==> config.mk <==
export PLATFORM = sky130hd
export DESIGN_NAME = mskand_hpc2_sched
export DESIGN_NICKNAME = d
export VERILOG_FILES = /design/src/rtl/mskand_hpc2_sched_pkg.sv /design/src/rtl/mskand_hpc2_sched_gadget.sv /design/src/rtl/mskand_hpc2_sched.sv
export SDC_FILE = /design/constraint.sdc
export NUM_CORES = 1
export LEC_CHECK = 0
export ABC_CLOCK_PERIOD_IN_PS = 3400
export BUFFER_PORTS_ARGS = -buffer_cell sky130_fd_sc_hd__buf_2
export CELL_PAD_IN_SITES_DETAIL_PLACEMENT = 1
export CELL_PAD_IN_SITES_GLOBAL_PLACEMENT = 2
export CORE_MARGIN = 4
export CORE_UTILIZATION = 31
export DETAILED_ROUTE_END_ITERATION = 10
export GPL_TIMING_DRIVEN = 1
export PLACE_DENSITY_LB_ADDON = 0.08
export SETUP_SLACK_MARGIN = 0.5
export SYNTH_ARGS = -nofsm -noshare
export SYNTH_HDL_FRONTEND = slang
export SYNTH_HIERARCHICAL = 1
export SYNTH_SLANG_ARGS = --single-unit
==> constraint.sdc <==
create_clock -name clk -period 3.4 [get_ports clk]
set_input_delay 0.34 -clock clk [delete_from_list [all_inputs] [get_ports clk]]
set_output_delay 0.34 -clock clk [all_outputs]
set_load 0.05 [all_outputs]
==> src/rtl/mskand_hpc2_sched_pkg.sv <==
// Shared sizing helpers for the HPC2 AND scheduler and its gadget.
package mskand_hpc2_sched_pkg;

    function automatic int nrnd(input int d);
        return d * (d - 1) / 2;
    endfunction

    function automatic int idw(input int n);
        return (n > 1) ? $clog2(n) : 1;
    endfunction

    // Position of the random bit shared by share pair (i, j), i < j, in the rnd vector.
    function automatic int rnd_idx(input int i, input int j, input int d);
        return i * d - (i * (i + 1)) / 2 + (j - i - 1);
    endfunction

endpackage

==> src/rtl/mskand_hpc2_sched_gadget.sv <==
// HPC2 masked AND gadget: inb/rnd enter at cycle t, ina at t+1, out_c valid at t+2.
module MSKand_HPC2
    import mskand_hpc2_sched_pkg::*;
#(
    parameter int d = 2
) (
    input  logic                  clk,
    input  logic [d-1:0]          ina,
    input  logic [d-1:0]          inb,
    input  logic [nrnd(d)-1:0]    rnd,
    output logic [d-1:0]          out_c
);
    localparam int NR = nrnd(d);

    logic [NR-1:0]  rnd_reg;
    logic [d-1:0]   inb_reg;
    logic [d*d-1:0] term;

    always_ff @(posedge clk) begin
        rnd_reg <= rnd;
        inb_reg <= inb;
    end

    generate
        for (genvar gi = 0; gi < d; gi++) begin : g_row
            logic ab_reg;

            always_ff @(posedge clk) begin
                ab_reg <= ina[gi] & inb_reg[gi];
            end

            for (genvar gj = 0; gj < d; gj++) begin : g_col
                if (gi != gj) begin : g_pair
                    localparam int K = (gi < gj) ? rnd_idx(gi, gj, d) : rnd_idx(gj, gi, d);
                    logic v_reg;
                    logic u_reg;
                    logic w_reg;

                    // r_ij is shared by (i,j) and (j,i), so the pair terms cancel in the XOR of all shares.
                    always_ff @(posedge clk) begin
                        v_reg <= inb[gj] ^ rnd[K];
                        u_reg <= ~ina[gi] & rnd_reg[K];
                        w_reg <= ina[gi] & v_reg;
                    end

                    assign term[gi*d + gj] = u_reg ^ w_reg;
                end else begin : g_diag
                    assign term[gi*d + gj] = 1'b0;
                end
            end

            assign out_c[gi] = ab_reg ^ (^term[gi*d +: d]);
        end
    endgenerate

endmodule

==> src/rtl/mskand_hpc2_sched.sv <==
// Round-robin scheduler sharing one HPC2 AND gadget among NREQ requesters, fixed latency 2.
module mskand_hpc2_sched
    import mskand_hpc2_sched_pkg::*;
#(
    parameter int D    = 2,
    parameter int NREQ = 2,
    localparam int NRND = nrnd(D),
    localparam int IDW  = idw(NREQ)
) (
    input  logic                clk,
    input  logic                rst,
    input  logic [NREQ-1:0]     req_valid,
    output logic [NREQ-1:0]     req_ready,
    input  logic [NREQ*D-1:0]   req_a,
    input  logic [NREQ*D-1:0]   req_b,
    input  logic                rnd_valid,
    output logic                rnd_ready,
    input  logic [NRND-1:0]     rnd_data,
    output logic                res_valid,
    output logic [IDW-1:0]      res_id,
    output logic [D-1:0]        res_c,
    output logic                busy
);
    typedef struct packed {
        logic           valid;
        logic [IDW-1:0] id;
    } tag_t;

    tag_t            stage0_reg;
    tag_t            stage1_reg;
    logic [IDW-1:0]  rr_ptr_reg;
    logic [IDW-1:0]  rr_ptr_next;
    logic [IDW-1:0]  grant_idx;
    logic [IDW-1:0]  cand;
    logic            grant_found;
    logic            issue;
    logic [D-1:0]    a_hold_reg;
    logic [D-1:0]    gadget_ina;
    logic [D-1:0]    gadget_inb;
    logic [D-1:0]    gadget_c;
    logic [NRND-1:0] gadget_rnd;

    // Walk the requesters starting at rr_ptr and take the first one asserting req_valid.
    always_comb begin
        grant_found = 1'b0;
        grant_idx   = '0;
        cand        = rr_ptr_reg;
        for (int k = 0; k < NREQ; k++) begin
            if (!grant_found && req_valid[cand]) begin
                grant_found = 1'b1;
                grant_idx   = cand;
            end
            cand = (cand == IDW'(NREQ - 1)) ? '0 : cand + 1'b1;
        end
    end

    assign issue       = !rst && rnd_valid && grant_found;
    assign rr_ptr_next = (grant_idx == IDW'(NREQ - 1)) ? '0 : grant_idx + 1'b1;

    generate
        for (genvar gi = 0; gi < NREQ; gi++) begin : g_ready
            assign req_ready[gi] = issue && (grant_idx == IDW'(gi));
        end
    endgenerate

    assign rnd_ready  = issue;
    assign gadget_inb = issue ? req_b[grant_idx*D +: D] : '0;
    assign gadget_rnd = issue ? rnd_data : '0;
    assign gadget_ina = stage0_reg.valid ? a_hold_reg : '0;

    always_ff @(posedge clk) begin
        if (rst) begin
            rr_ptr_reg <= '0;
            stage0_reg <= '0;
            stage1_reg <= '0;
            a_hold_reg <= '0;
        end else begin
            stage1_reg <= stage0_reg;
            if (issue) begin
                stage0_reg <= '{valid: 1'b1, id: grant_idx};
                a_hold_reg <= req_a[grant_idx*D +: D];
                rr_ptr_reg <= rr_ptr_next;
            end else begin
                stage0_reg <= '0;
                a_hold_reg <= '0;
            end
        end
    end

    MSKand_HPC2 #(.d(D)) u_gadget (
        .clk   (clk),
        .ina   (gadget_ina),
        .inb   (gadget_inb),
        .rnd   (gadget_rnd),
        .out_c (gadget_c)
    );

    assign res_valid = stage1_reg.valid;
    assign res_id    = stage1_reg.id;
    assign res_c     = gadget_c;
    assign busy      = stage0_reg.valid | stage1_reg.valid;

endmodule

# Word level (Yosys, flattened, before mapping)
# Index checks and enable logic that the tools add are counted.
[totals]
register_bits = 18
latchBits = 0
ram_bits = 0
mem_bits_ro = 0
in_bits = 14
output_inout_bits = 8
word_cells = 63
mem_count = 0
[op_classes]
n_addsub = 2
multipliers = 0
div = 0
order_cmp = 2
n_eq_ne = 0
shifts = 2
mux = 14
bitwise = 17
reduce_logical = 10
[ops]
columns = ["operator", "count"]
rows = [
  ["$mux 1", 11],
  ["$shiftx 4x3->2", 2],
  ["$and 1x1->1", 6],
  ["$mux 2", 3],
  ["$xor 1x1->1", 6],
  ["$logic_and 1x1->1", 5],
  ["$lt 1x2->1 const B", 2],
  ["$not 1->1", 4],
  ["$reduce_xor 2->1", 2],
  ["$add 1x1->1 const B", 2],
  ["$logic_not 1->1", 2],
  ["$reduce_or 2->1", 1],
  ["$or 1x1->1", 1],
]

# Logic depth before layout (Yosys ltp)
[logic_depth]
depth_word = 9
depth_mapped = 5
ltp_nobuf = 4

# Hierarchy
# The synthesis kept the hierarchy.
[by_module_without_submodules]
columns = ["mod", "instances", "cells_each", "area_each_um2", "seq_area_each_um2"]
rows = [
  ["MSKand_HPC2", 1, 21, 322.8, 220.2],
  ["mskand_hpc2_sched", 1, 29, 300.3, 140.1],
]

# Least setup slack after synthesis
# Ideal clock, no wire load.
[synth_path]
path_kind = "input -> register"
startpoint = "in rnd_valid"
endpoint = "reg u_gadget.g_row[0].g_col[1].g_pair.v_reg"
setup_time_ns = 0.072
t_arrival_ns = 1.359
required_time_ns = 3.328
setup_slack_ns = 1.969
stages = 4
n_path_buf = 0
cell_sequence = "nor2b_2 -> o21a_1 -> and2_1 -> xor2_1"
[synth_via]
elab_chain_len = 4
word_cells_on_any_way = 5
classes_between = "mux (2); bitwise (1); reduce/logical (2)"
[synth_rtl]
columns = ["item", "line", "rtl"]
rows = [
  ["start, declared", "mskand_hpc2_sched.sv:16", "input logic rnd_valid,"],
  ["$logic_and 1x1->1 (2 in series)", "mskand_hpc2_sched.sv:57", "assign issue = !rst && rnd_valid && grant_found;"],
  ["via rnd_ready", "mskand_hpc2_sched.sv:17", "output logic rnd_ready,"],
  ["$mux 1", "mskand_hpc2_sched.sv:68", "assign gadget_rnd = issue ? rnd_data : '0;"],
  ["via gadget_rnd", "mskand_hpc2_sched.sv:41", "logic [NRND-1:0] gadget_rnd;"],
  ["$xor 1x1->1", "mskand_hpc2_sched_gadget.sv:41", "v_reg <= inb[gj] ^ rnd[K];"],
  ["end signal, assigned", "mskand_hpc2_sched_gadget.sv:41", ""],
  ["end, declared", "mskand_hpc2_sched_gadget.sv:35", "logic v_reg;"],
]
# The timed path passes the listed nets, and every way through them passes these cells.
# A chain may end at the register's enable or synchronous reset.

# Final worst setup path
[layout_path]
startpoint = "reg rr_ptr_reg"
endpoint = "out req_ready[1]"
[layout_via]
elab_chain_len = 8
word_cells_on_any_way = 14
classes_between = "add/sub (1); mux (9); reduce/logical (4)"
[layout_rtl]
columns = ["item", "line", "rtl"]
rows = [
  ["start, declared", "mskand_hpc2_sched.sv:31", "logic [IDW-1:0] rr_ptr_reg;"],
  ["start signal, assigned", "mskand_hpc2_sched.sv:82", "rr_ptr_reg <= rr_ptr_next;"],
  ["$add 1x1->1 or $mux 1 (tied branches)", "mskand_hpc2_sched.sv:53, mskand_hpc2_sched.sv:49", ""],
  ["$mux 1, on equally long branches", "mskand_hpc2_sched.sv:53, mskand_hpc2_sched.sv:49", ""],
  ["$mux 1 (implied by the code)", "mskand_hpc2_sched.sv:49", "if (!grant_found && req_valid[cand]) begin"],
  ["$mux 1 (implied by the code) or $logic_not 1->1 (tied branches)", "mskand_hpc2_sched.sv:49", ""],
  ["$logic_and 1x1->1", "mskand_hpc2_sched.sv:49", ""],
  ["$mux 1", "mskand_hpc2_sched.sv:49", ""],
  ["$logic_and 1x1->1", "mskand_hpc2_sched.sv:57", ""],
  ["$logic_and 1x1->1 *", "mskand_hpc2_sched.sv:62", "assign req_ready[gi] = issue && (grant_idx == IDW'(gi));"],
  ["end, declared", "mskand_hpc2_sched.sv:13", "output logic [NREQ-1:0] req_ready,"],
]
# Mark *: on every way between the ends. The rest lies on a longest branch, timed or not. The select of a mux whose other input is x is not followed.

==> results.ini <==
[yosys]
yosysTopAreaCell=dfxtp_1
synth_cell_types=16
synth_edf_count=0
seq_area_frac_synth=0.578
syn_inst=50
synth_seq_cells=18
yosys-top-cells-area=dfxtp_1, xor3_1, and2_1
ys.flop_type=dfxtp_1
syn_area_sq_um=623
synth_top_area_share=0.578
synthArstFlopShare=0
synthTopCellsByCount=dfxtp_1, and2_1, a22o_1, nor2b_1
avgSynthCellArea_sq_um=12.5
synth.most_common_cell=dfxtp_1
synth_nets=64
synth_warnings=6

[timing]
finalCritPeriodShare=0.475
setup_ws_ps=1780
setup_tns_ps=0
final_max_slew_viol_count=0
rsz0062_at_grt=false
fin_crit_ps=1620
report.final.hold_viol_count=0
hold_ws_ps=269
fmaxAchievable_ghz=0.619
tightest_slew_ps=252
setup_violations=0
timing.slew.headroom=0.833
finClkSkew_ps=0.841

[setup_path]
cp_max_fo=5
cp_cell_sequence=nand2b_1 > and3_1 > buf_2
timing.rr.end=u_gadget/g_row[0].g_col[1].g_pair.v_reg
cp-start-kind=register
cp_num_buf_inv=1
critPathSlowestCell=dfxtp_1
rrSetupSlack_ps=2210
critical_path_required_ps=3060
crit_family=simple AND/OR/NAND/NOR gates
cp_data_arrival_time_ps=1280
cpPeakStageDelay_ps=350
rr_startpoint=rr_ptr_reg
r2r_cells=4
endpoint_kind=output port
path_class=register to output port

[global_routing]
grt_pass1_vias=430
overflow=0
grt_max_degree=10
grt_pass1_wl_um=1790
grtUsageTotal=0.0857
antenna_found_initial=0

[run]
maxCapViolCount=0

[clock_network]
post_cts_buffers=0
post_cts_resized=0
cts_sinks=18
cts_tree=yes
cts_root_buffer=clkbuf_4
clock_path_buffers=2
numCtsBuffers=3
clk_pin_slew_worst_paths_ps=90
cts_max_level=1
cts_hold_repair.buffers=0
clk_latency_ps=270

[floorplan]
die_w_um=52.8
coreArea_sq_um=1820
io_pins=22
dieArea_sq_um=2790
start_util=0.342
rows=15
die_h_um=52.8

[finish]
syn2layout_area_growth_pct=22.9
drive_gt1_frac=0.375
fillCellCount=227
seqCellArea_sq_um=360
finalNetCount=88
num_antenna_cells=0
multi_input_area_sq_um=246

[route]
wirelength_um=989
vias_per_cell=4.11
ant_nets=0
vias=399
drtIter0Drc=2
drtPass1Iterations=2
wire_per_inst_um=10.2
drc=0

[placement]
dp_slack_ps=1840
port_buffers=21
dp_hpwl_um=850
globalplace.congestion=0.711

[worst_hold_path]
holdPathEnd=res_valid
hold_depth=2
worstHoldStart=rst
hp-class=input pin to register

[power]
p_leak_nw=0.377
power.density_nw_per_um2=469
peakVddDrop_v=0.000160

[status]
status=finished, final reports clean

[stage by stage]
stage / power [W] / area (sq um) / util / std cells
CTS: 0.000365 / 766 / 0.421 / 97
global placement: 0.000270 / 743 / 0.408 / 94
floorplan: 0.000256 / 623 / - / 50
global route: 0.000379 / 766 / 0.421 / 97
detailed placement: 0.000270 / 743 / 0.408 / 94
finish: 0.000359 / 766 / 0.421 / 97
[routing by layer]
layer / routed length (um) / track usage / vias to the layer above
li1: - / - / 210
met1: 469 / 0.116 / 174
met2: 460 / 0.128 / 15
met3: 60 / 0.0285 / 0
met4: 0 / 0.0255 / 0
met5: 0 / 0 / -
[worst max-delay path by stage]
stage          startpoint                                 endpoint  slack [ps]  cells past startpoint
2_1_floorplan   rnd_valid  u_gadget/g_row[0].g_col[1].g_pair.v_reg        1970                      4
3_3_place_gp          rst                             req_ready[1]        1860                      4
3_5_place_dp          rst                             req_ready[1]        1840                      4
4_1_cts        rr_ptr_reg                             req_ready[1]        1760                      3
5_1_grt        rr_ptr_reg                             req_ready[1]        1690                      3
6_report       rr_ptr_reg                             req_ready[1]        1780                      3
[cells in the final DEF (no fill, tap or decap)]
| cell | instances |
|---|---|
| o21a_1 | 2 |
| xor2_1 | 2 |
| clkbuf_4 | 3 |
| or2_2 | 1 |
| and2_1 | 7 |
| a22o_1 | 4 |
| buf_2 | 21 |
| nand2b_1 | 2 |
| nor2b_1 | 4 |
| nor2b_2 | 1 |
| dfxtp_1 | 18 |
| and3_4 | 1 |
| xor3_1 | 2 |
| and3_1 | 2 |
| nand2_1 | 1 |
| o21bai_1 | 1 |
[report_power, final]
| part | internal [W] | switching [W] |
|---|---|---|
| clock | 0.0000409 | 0.0000544 |
| sequential | 0.000219 | 0.00000276 |
| combinational | 0.0000172 | 0.0000254 |
[cell type report]
| type | instances | share of cell area |
|---|---|---|
| clock buffers | 3 | 0.0294 |
| multi-input cells | 30 | 0.322 |
| flip-flops and latches | 18 | 0.471 |
| well taps | 25 | 0.0408 |
| repair buffers | 21 | 0.137 |
[logic make-up (layout without fill, tap and decap cells)]
group | after synthesis | after routing | share of synthesized area
and+or+nand+nor | 19 | 19 | 0.199
DFF | 18 | 18 | 0.578
AOI/OAI and AO/OA | 7 | 7 | 0.0924
xor gates and xnor gates | 4 | 4 | 0.104
buffers and inverters | 2 | 24 | 0.0261
(Power assumes the default switching activity.)
